===== config.mk =====
export PLATFORM = sky130hd
export DESIGN_NAME = instruction_fetch
export DESIGN_NICKNAME = d
export VERILOG_FILES = /design/src/rtl/instruction_fetch.sv
export SDC_FILE = /design/constraint.sdc
export NUM_CORES = 1
export LEC_CHECK = 0
export CAP_MARGIN = 20
export CORE_MARGIN = 10
export CORE_UTILIZATION = 43
export CTS_BUF_LIST = sky130_fd_sc_hd__clkbuf_4
export DETAILED_ROUTE_END_ITERATION = 8
export HOLD_SLACK_MARGIN = 0.03
export PLACE_DENSITY_LB_ADDON = 0.2
export SYNTH_ARGS = -nofsm -noshare
export SYNTH_HDL_FRONTEND = slang
export SYNTH_SLANG_ARGS = --single-unit

===== constraint.sdc =====
create_clock -name clock -period 5.8 [get_ports clock]
set_clock_uncertainty 0.1 [all_clocks]
set_input_delay 1.45 -clock clock [delete_from_list [all_inputs] [get_ports clock]]
set_output_delay 1.45 -clock clock [all_outputs]
set_load 0.1 [all_outputs]

===== src/rtl/instruction_fetch.sv =====
// -----------------------------------------------------------------------------
// instruction_fetch
//
// Fetch stage between program_counter and decode. Takes one pc at a time,
// issues a single word read to instruction memory, captures the response and
// offers {instruction, instruction_pc, fetch_error} to decode. A misaligned pc
// or a memory that fails to answer within TIMEOUT_CYCLES produces NOP_INSTR
// with fetch_error set. Flush discards whatever fetch is in progress; a request
// already accepted by memory is drained so its response is never mistaken for
// a later fetch.
//
// Ports
//   clock, reset        rising-edge clock, asynchronous active-high reset
//   pc, pc_valid        next instruction address from program_counter
//   pc_ready            fetch accepts pc this cycle
//   flush               discard current / in-flight fetch (branch redirect)
//   mem_req_valid       memory read request valid
//   mem_req_ready       memory accepts request
//   mem_req_addr        word address of the request
//   mem_resp_valid      read data valid, one cycle per accepted request
//   mem_resp_data       read data
//   instruction         fetched instruction (NOP_INSTR on error)
//   instruction_pc      pc of instruction
//   instruction_valid   instruction / instruction_pc / fetch_error valid
//   instruction_ready   decode consumes instruction
//   fetch_error         misaligned pc or memory timeout
// -----------------------------------------------------------------------------
module instruction_fetch #(
  parameter int unsigned TIMEOUT_CYCLES = 16,
  parameter logic [31:0] NOP_INSTR      = 32'h0000_0013
) (
  input  logic        clock,
  input  logic        reset,
  input  logic [31:0] pc,
  input  logic        pc_valid,
  output logic        pc_ready,
  input  logic        flush,
  output logic        mem_req_valid,
  input  logic        mem_req_ready,
  output logic [31:0] mem_req_addr,
  input  logic        mem_resp_valid,
  input  logic [31:0] mem_resp_data,
  output logic [31:0] instruction,
  output logic [31:0] instruction_pc,
  output logic        instruction_valid,
  input  logic        instruction_ready,
  output logic        fetch_error
);

  typedef enum logic [2:0] {
    IDLE,
    REQUEST,
    WAIT_RESP,
    HOLD,
    DRAIN
  } state_t;

  localparam logic [7:0] TIMEOUT_LAST = 8'(TIMEOUT_CYCLES - 1);

  state_t     state, state_d;
  logic [7:0] counter;

  logic accept;
  logic misaligned;
  logic timeout;

  // Handshake outputs are pure state decodes so reset clears them instantly.
  assign mem_req_valid     = (state == REQUEST);
  assign instruction_valid = (state == HOLD);
  assign pc_ready          = !flush &&
                             ((state == IDLE) || (state == HOLD && instruction_ready));

  assign accept     = pc_valid && pc_ready;
  assign misaligned = (pc[1:0] != 2'b00);
  // DRAIN inherits the counter from WAIT_RESP, which may already be one past
  // the limit if the flush landed on the timeout cycle, hence >= not ==.
  assign timeout    = (counter >= TIMEOUT_LAST);

  // ---------------------------------------------------------------------------
  // Next-state logic
  // ---------------------------------------------------------------------------
  always_comb begin
    // NOTE: default assignment first so no path through the case can infer a latch.
    state_d = state;
    unique case (state)
      IDLE: begin
        if (accept) state_d = misaligned ? HOLD : REQUEST;
      end
      REQUEST: begin
        if (flush)              state_d = mem_req_ready ? DRAIN : IDLE;
        else if (mem_req_ready) state_d = WAIT_RESP;
      end
      WAIT_RESP: begin
        // A response arriving with the flush is consumed on the spot.
        if (flush)               state_d = mem_resp_valid ? IDLE : DRAIN;
        else if (mem_resp_valid) state_d = HOLD;
        else if (timeout)        state_d = HOLD;
      end
      HOLD: begin
        if (flush)                  state_d = IDLE;
        else if (instruction_ready) state_d = accept ? (misaligned ? HOLD : REQUEST) : IDLE;
      end
      DRAIN: begin
        if (mem_resp_valid || timeout) state_d = IDLE;
      end
      default: state_d = IDLE;
    endcase
  end

  // ---------------------------------------------------------------------------
  // State and datapath registers
  // ---------------------------------------------------------------------------
  // NOTE: sequential state uses non-blocking assignments so every register
  // samples pre-edge values regardless of statement order.
  always_ff @(posedge clock or posedge reset) begin
    if (reset) begin
      state          <= IDLE;
      instruction    <= '0;
      instruction_pc <= '0;
      mem_req_addr   <= '0;
      fetch_error    <= 1'b0;
      counter        <= '0;
    end else begin
      state <= state_d;

      // pc_ready already excludes flush and busy states, so accept is only
      // ever true in IDLE or in a consuming HOLD.
      if (accept) begin
        instruction_pc <= pc;
        if (misaligned) begin
          instruction <= NOP_INSTR;
          fetch_error <= 1'b1;
        end else begin
          mem_req_addr <= pc;
          fetch_error  <= 1'b0;
        end
      end

      unique case (state)
        REQUEST: begin
          if (mem_req_ready) counter <= '0;
        end
        WAIT_RESP: begin
          counter <= counter + 8'd1;
          if (!flush) begin
            if (mem_resp_valid) begin
              instruction <= mem_resp_data;
            end else if (timeout) begin
              instruction <= NOP_INSTR;
              fetch_error <= 1'b1;
            end
          end
        end
        DRAIN: begin
          counter <= counter + 8'd1;
        end
        default: ;
      endcase
    end
  end

endmodule


==> out/qor.tcl, run 1 <==
set qor(status) {finished, final reports clean}
set qor(reg2reg_slack_ns) 3.55
set qor(core_um2) 10300
set qor(yosys.area.top_type) {sky130_fd_sc_hd__dfrtp_1}
set qor(ys_seq_elements) 108
set qor(worst-slew-pin-transition_ns) 1.05
set qor(postRouteAntennaNets) 0
set qor(clock_insertion_delay_at_the_later_pin_of_the_skew_report_ns) 0.45
set qor(drv_slew) 0
set qor(critical_path.max_fanout) 7
set qor(grt_pass1_vias) 3257
set qor(drive_gt1_share_pct) 24.6
set qor(setup.worst_path.class) {primary input to output pin}
set qor(antennaDiodeCount) 0
set qor(grt_util_all_layers_pct) 15.3
set qor(setup-tns-final_ns) 0
set qor(tritoncts_sinks) 108
set qor(number_of_clock_buffers_inserted_by_tritoncts) 9
set qor(avgSynthCellArea_um2) 14.5
set qor(critical_path.startpoint) {flush}
set qor(root_buffer) {sky130_fd_sc_hd__clkbuf_4}
set qor(place.gp.congestion) 0.804
set qor(post_cts.repair.setup_buffers) 0
set qor(max_freq_mhz) 237
set qor(pin_count) 171
set qor(maxSlewHeadroom_pct) 29.9
set qor(detailedRoute.firstPassIterationCount) 4
set qor(cts-htree-levels) 3
set qor(ys.warnings.count) 0
set qor(post_drt_via_cell_ratio) 5.06
set qor(drt-total-wl_mm) 11.6
set qor(report.final.setup_viol) 0
set qor(max-clock-path-buffers) 2
set qor(netlist_instances) 311
set qor(route.detailed.drc) 0
set qor(die_width_um) 122
set qor(synth_cell_types) 49
set qor(post_cts.resized_instances) 0
set qor(finalNetCount) 551
set qor(syn-num-nets) 383
set qor(syn_area_um2) 4510
set qor(finalWorstPathRequiredPeriod_ns) 4.22
set qor(drt-initial-drc-count) 157
set qor(crit_path_end_kind) {output pin}
set qor(place_inst) 603
set qor(worst-endpoint-required_ns) 4.25
set qor(yosys.area.top_type_share_pct) 60.0
set qor(design.die.area_um2) 15000
set qor(vias_post_dr) 3136
set qor(port_buffers) 170
set qor(grt_max_degree) 79
set qor(routed_wire_length_per_instance_um) 18.7
set qor(hold_start) {mem_req_addr[0]}
set qor(initial_core_util_pct) 43.8
set qor(hold_viol_final) 0
set qor(fin_hold_ws_ns) 0.408
set qor(rsz0062_at_grt) {no}
set qor(synthTopCellsByArea) {sky130_fd_sc_hd__dfrtp_1 60%, sky130_fd_sc_hd__mux2_4 9.0%, sky130_fd_sc_hd__mux2_2 8.7%}
set qor(worstSetupStartpointType) {primary input}
set qor(commonest_cells_after_routing_fill_and_taps_aside) {169 x sky130_fd_sc_hd__clkdlybuf4s50_1, 108 x sky130_fd_sc_hd__dfrtp_1, 35 x sky130_fd_sc_hd__mux2_2}
set qor(num_rows) 37
set qor(min-delay-path-class) {flip-flop to flip-flop}
set qor(flow.area_growth_from_synthesis_pct) 42.5
set qor(crit-reg2reg-launch) {state[0]}
set qor(cts-hold-fix-buffers) 0
set qor(layout_commonest_cell) {sky130_fd_sc_hd__clkdlybuf4s50_1}
set qor(critical_path_at_ns) 2.67
set qor(cts_tree) {yes}
set qor(drv_cap) 0
set qor(layoutNonFillerInstCount) 620
set qor(grt_remaining_overflow) 0
set qor(die_y_um) 122
set qor(antenna_found_initial) 0
set qor(timing.final.crit_share_pct) 72.8
set qor(synth_sequential_area_ratio_pct) 60.0
set qor(dp_hpwl_mm) 8.49
set qor(grt_first_pass_wirelength_mm) 18.1
set qor(final_core_utilization_pct) 62.5
set qor(worst_setup_hold_path_clk_slew_ns) 0.15
==> stage by stage <==
| stage | instance area [um^2] | setup slack (ns) |
|---|---|---|
| after CTS | 6390 | 1.57 |
| final | 6420 | 1.58 |
| after floorplan | 4510 | 0.470 |
| after detailed placement | 6260 | 1.58 |
| after global placement | 6260 | 1.58 |
| after global routing | 6420 | 1.47 |
==> cell usage after synthesis (all sizes together) <==
cell / number
a311oi: 1
nor2: 13
nand2b: 4
a22o: 29
a211oi: 1
o21ai: 5
nand2: 13
o31a: 1
mux2: 62
nand3: 5
o211ai: 1
or2: 1
nor2b: 1
mux2i: 3
or2b: 1
nor3b: 1
a21oi: 7
o2bb2ai: 2
a21boi: 2
buf: 11
ha: 1
xnor2: 2
a21o: 2
inv: 7
clkbuf: 6
xor2: 1
nor4b: 1
nor3: 2
and2: 5
and3: 1
or3: 2
dfrtp: 108
a31o: 1
or3b: 1
o32ai: 1
or4: 2
nor4: 1
nand3b: 1
nand4: 1
nand4bb: 1
==> flip-flops by register name (all words and copies together), names as in the netlist <==
signal,cells
instruction,32
instruction_pc,32
mem_req_addr,32
counter,8
state,3
fetch_error,1
==> path summary, 6_finish.rpt <==
| path | end | depth (start not counted) |
|---|---|---|
| worst max register to register | mem_req_addr[28] | 4 |
| worst min-delay path | mem_req_addr[0] | 1 |
| worst min register to register | mem_req_addr[0] | 1 |
| min in group asynchronous | mem_req_addr[22] | 2 |
| worst max-delay path | pc_ready | 4 |
| max in group asynchronous | mem_req_addr[4] | 3 |
==> critical path, cell delays in order <==
cell	delay (ns)
sky130_fd_sc_hd__clkdlybuf4s50_1	0.52
sky130_fd_sc_hd__nor2_1	0.19
sky130_fd_sc_hd__a21boi_0	0.19
sky130_fd_sc_hd__buf_4	0.31
==> cell type report <==
type	instances	area, um^2
multi-input cells	179	1640
flip-flops and latches	108	2700
inverters	7	28.8
well taps	136	170
fillers	830	3860
repair buffers	174	1750
clock inverters	7	66.3
clock buffers	9	67.6
==> routing by layer <==
metal | up-vias | share of wire (%) | GRT usage, %
li1 | 1450 | - | -
met1 | 1551 | 41 | 18.5
met2 | 125 | 45 | 22.9
met3 | 10 | 14 | 8.86
met4 | 0 | 0.93 | 4.20
met5 | - | 0 | 0
==> kinds of logic after synthesis <==
family	share of synthesized area [%]
and+or+nand+nor	7.05
buffers and inverters	3.69
DFF	60.0
AOI/OAI and AO/OA	10.0
xor gates and xnor gates	0.583
adders and majority gates	0.278
muxes	18.4
Power of run 1 is not shown: default switching activity piles up to over one toggle a cycle in this logic, so the estimate is an artifact.
==> run 2, diff against run 1 <==
==> constraint.sdc (replaced) <==
create_clock -name clock -period 4 [get_ports clock]
set_clock_uncertainty 0.1 [all_clocks]
set_input_delay 1 -clock clock [delete_from_list [all_inputs] [get_ports clock]]
set_output_delay 1 -clock clock [all_outputs]
set_load 0.1 [all_outputs]
==> out/qor.tcl, run 2 (synthesized netlist as in run 1, its figures left out) <==
set qor(clock_insertion_delay_at_the_later_pin_of_the_skew_report_ns) 0.44 ;# about the same
set qor(number_of_clock_buffers_inserted_by_tritoncts) 9 ;# unchanged
set qor(grt_util_all_layers_pct) 15.2 ;# -0.066 points
set qor(largestRegisters) {instruction x32, instruction_pc x32, mem_req_addr x32}
set qor(post_cts.repair.setup_buffers) 0 ;# unchanged
set qor(min-delay-path-class) {flip-flop to flip-flop}
set qor(post-route-cell-area_um2) 6440 ;# +0.33%
set qor(report.final.setup_viol) 0 ;# unchanged
set qor(grt_remaining_overflow) 0 ;# unchanged
set qor(detailedRoute.firstPassIterationCount) 6 ;# +2
set qor(routed_wire_length_per_instance_um) 18.6 ;# about the same
set qor(cts-hold-fix-buffers) 0 ;# unchanged
set qor(pin_count) 171 ;# unchanged
set qor(postRouteAntennaNets) 0 ;# unchanged
set qor(worst-slew-pin-transition_ns) 1.03 ;# -0.0192 ns
set qor(slowest_stage) {sky130_fd_sc_hd__clkdlybuf4s50_1}
set qor(commonest_cells_after_routing_fill_and_taps_aside) {167 x sky130_fd_sc_hd__clkdlybuf4s50_1, 108 x sky130_fd_sc_hd__dfrtp_1, 35 x sky130_fd_sc_hd__mux2_2}
set qor(worst_setup_hold_path_clk_slew_ns) 0.15 ;# about the same
set qor(port_buffers) 170 ;# unchanged
set qor(dp_hpwl_mm) 8.57 ;# +0.95%
set qor(filler_cell_count) 848 ;# +2.2%
set qor(reg2reg_slack_ns) 1.78 ;# -1.77 ns
set qor(cts_tree) {yes}
set qor(max-clock-path-buffers) 2 ;# unchanged
set qor(place_inst) 607 ;# +0.66%
set qor(worst-path-buf-inv) 2 ;# unchanged
set qor(place.gp.congestion) 0.828 ;# +3.0%
set qor(cp_cell_sequence) {clkdlybuf4s50_1 -> nor2_1 -> a21boi_1 -> buf_12}
set qor(crit_path_end_kind) {output pin}
set qor(core_um2) 10300 ;# unchanged
set qor(num_rows) 37 ;# unchanged
set qor(die_y_um) 122 ;# unchanged
set qor(drv_cap) 0 ;# unchanged
set qor(drv_slew) 0 ;# unchanged
set qor(rsz0062_at_grt) {no}
set qor(setup.worst_path.class) {primary input to output pin}
set qor(route.detailed.drc) 0 ;# unchanged
set qor(setup-tns-final_ns) 0 ;# unchanged
set qor(drt-initial-drc-count) 135 ;# -14%
set qor(finalNetCount) 554 ;# +0.54%
set qor(layoutNonFillerInstCount) 621 ;# +0.16%
set qor(worstSetupStartpointType) {primary input}
set qor(cpLargestDelayFamily) {buffers and inverters}
set qor(layout_commonest_cell) {sky130_fd_sc_hd__clkdlybuf4s50_1}
set qor(placed_cell_area_um2) 6300 ;# +0.60%
set qor(root_buffer) {sky130_fd_sc_hd__clkbuf_4}
set qor(vias_post_dr) 3099 ;# -1.2%
set qor(max_freq_mhz) 304
set qor(post_cts.resized_instances) 0 ;# unchanged
set qor(drive_gt1_share_pct) 24.9 ;# +0.36 points
set qor(finalWorstPathRequiredPeriod_ns) 3.29
set qor(grt_max_degree) 56 ;# -29%
set qor(antennaDiodeCount) 0 ;# unchanged
set qor(final_core_utilization_pct) 62.7 ;# +0.21 points
set qor(timing.final.crit_share_pct) 82.2
set qor(flow.area_growth_from_synthesis_pct) 43.0
set qor(tritoncts_sinks) 108 ;# unchanged
set qor(initial_core_util_pct) 43.8 ;# unchanged
set qor(grt_first_pass_wirelength_mm) 18.0 ;# -0.42%
set qor(drt-total-wl_mm) 11.6 ;# +0.15%
set qor(cts-htree-levels) 3 ;# unchanged
set qor(grt_pass1_vias) 3345 ;# +2.7%
set qor(critical_path_at_ns) 2.19 ;# -0.48 ns
set qor(worst-endpoint-required_ns) 2.90 ;# -1.35 ns
set qor(hold_viol_final) 0 ;# unchanged
set qor(status) {finished, final reports clean}
set qor(die_width_um) 122 ;# unchanged
set qor(maxSlewHeadroom_pct) 31.2 ;# +1.3 points
set qor(critical-path-max-stage-delay_ns) 0.52 ;# about the same
set qor(design.die.area_um2) 15000 ;# unchanged
set qor(critical_path.max_fanout) 7 ;# unchanged
set qor(post_drt_via_cell_ratio) 4.99 ;# -1.3%
set qor(antenna_found_initial) 0 ;# unchanged
[run 2: final timing paths]
| path | startpoint | endpoint | cells past startpoint |
|---|---|---|---|
| worst max-delay path | flush | pc_ready | 4 |
| worst min-delay path | mem_req_addr[1] | mem_req_addr[1] | 1 |
| worst max register to register | state[0] | mem_req_addr[24] | 4 |
| worst min register to register | mem_req_addr[1] | mem_req_addr[1] | 1 |
| max in group asynchronous | reset | instruction[26] | 3 |
| min in group asynchronous | reset | instruction_pc[1] | 2 |
[run 2: routing by layer]
| layer | track usage (%) | wire length, um |
|---|---|---|
| met4 | 3.09 | 74 |
| met1 | 17.5 | 4770 |
| met3 | 9.32 | 1460 |
| met2 | 24.1 | 5280 |
| met5 | 0 | 0 |
[run 2: area by class of cell]
cell class	count	area (um^2)	share of cell area [%]
Clock inverter	5	77.6	1.20
Clock buffer	9	67.6	1.05
Inverter	7	28.8	0.447
Tap cell	136	170	2.64
Sequential cell	108	2700	41.9
Multi-Input combinational cell	179	1640	25.4
Timing Repair Buffer	177	1760	27.3
[run 2: through the flow]
step,hold slack (ns),setup slack [ns]
6_report,0.401,0.714
5_1_grt,0.438,0.615
4_1_cts,0.407,0.716
3_5_place_dp,0.373,0.715
3_3_place_gp,0.371,0.738
2_1_floorplan,0.381,0.0544
Power of run 2 is left out for the same reason.
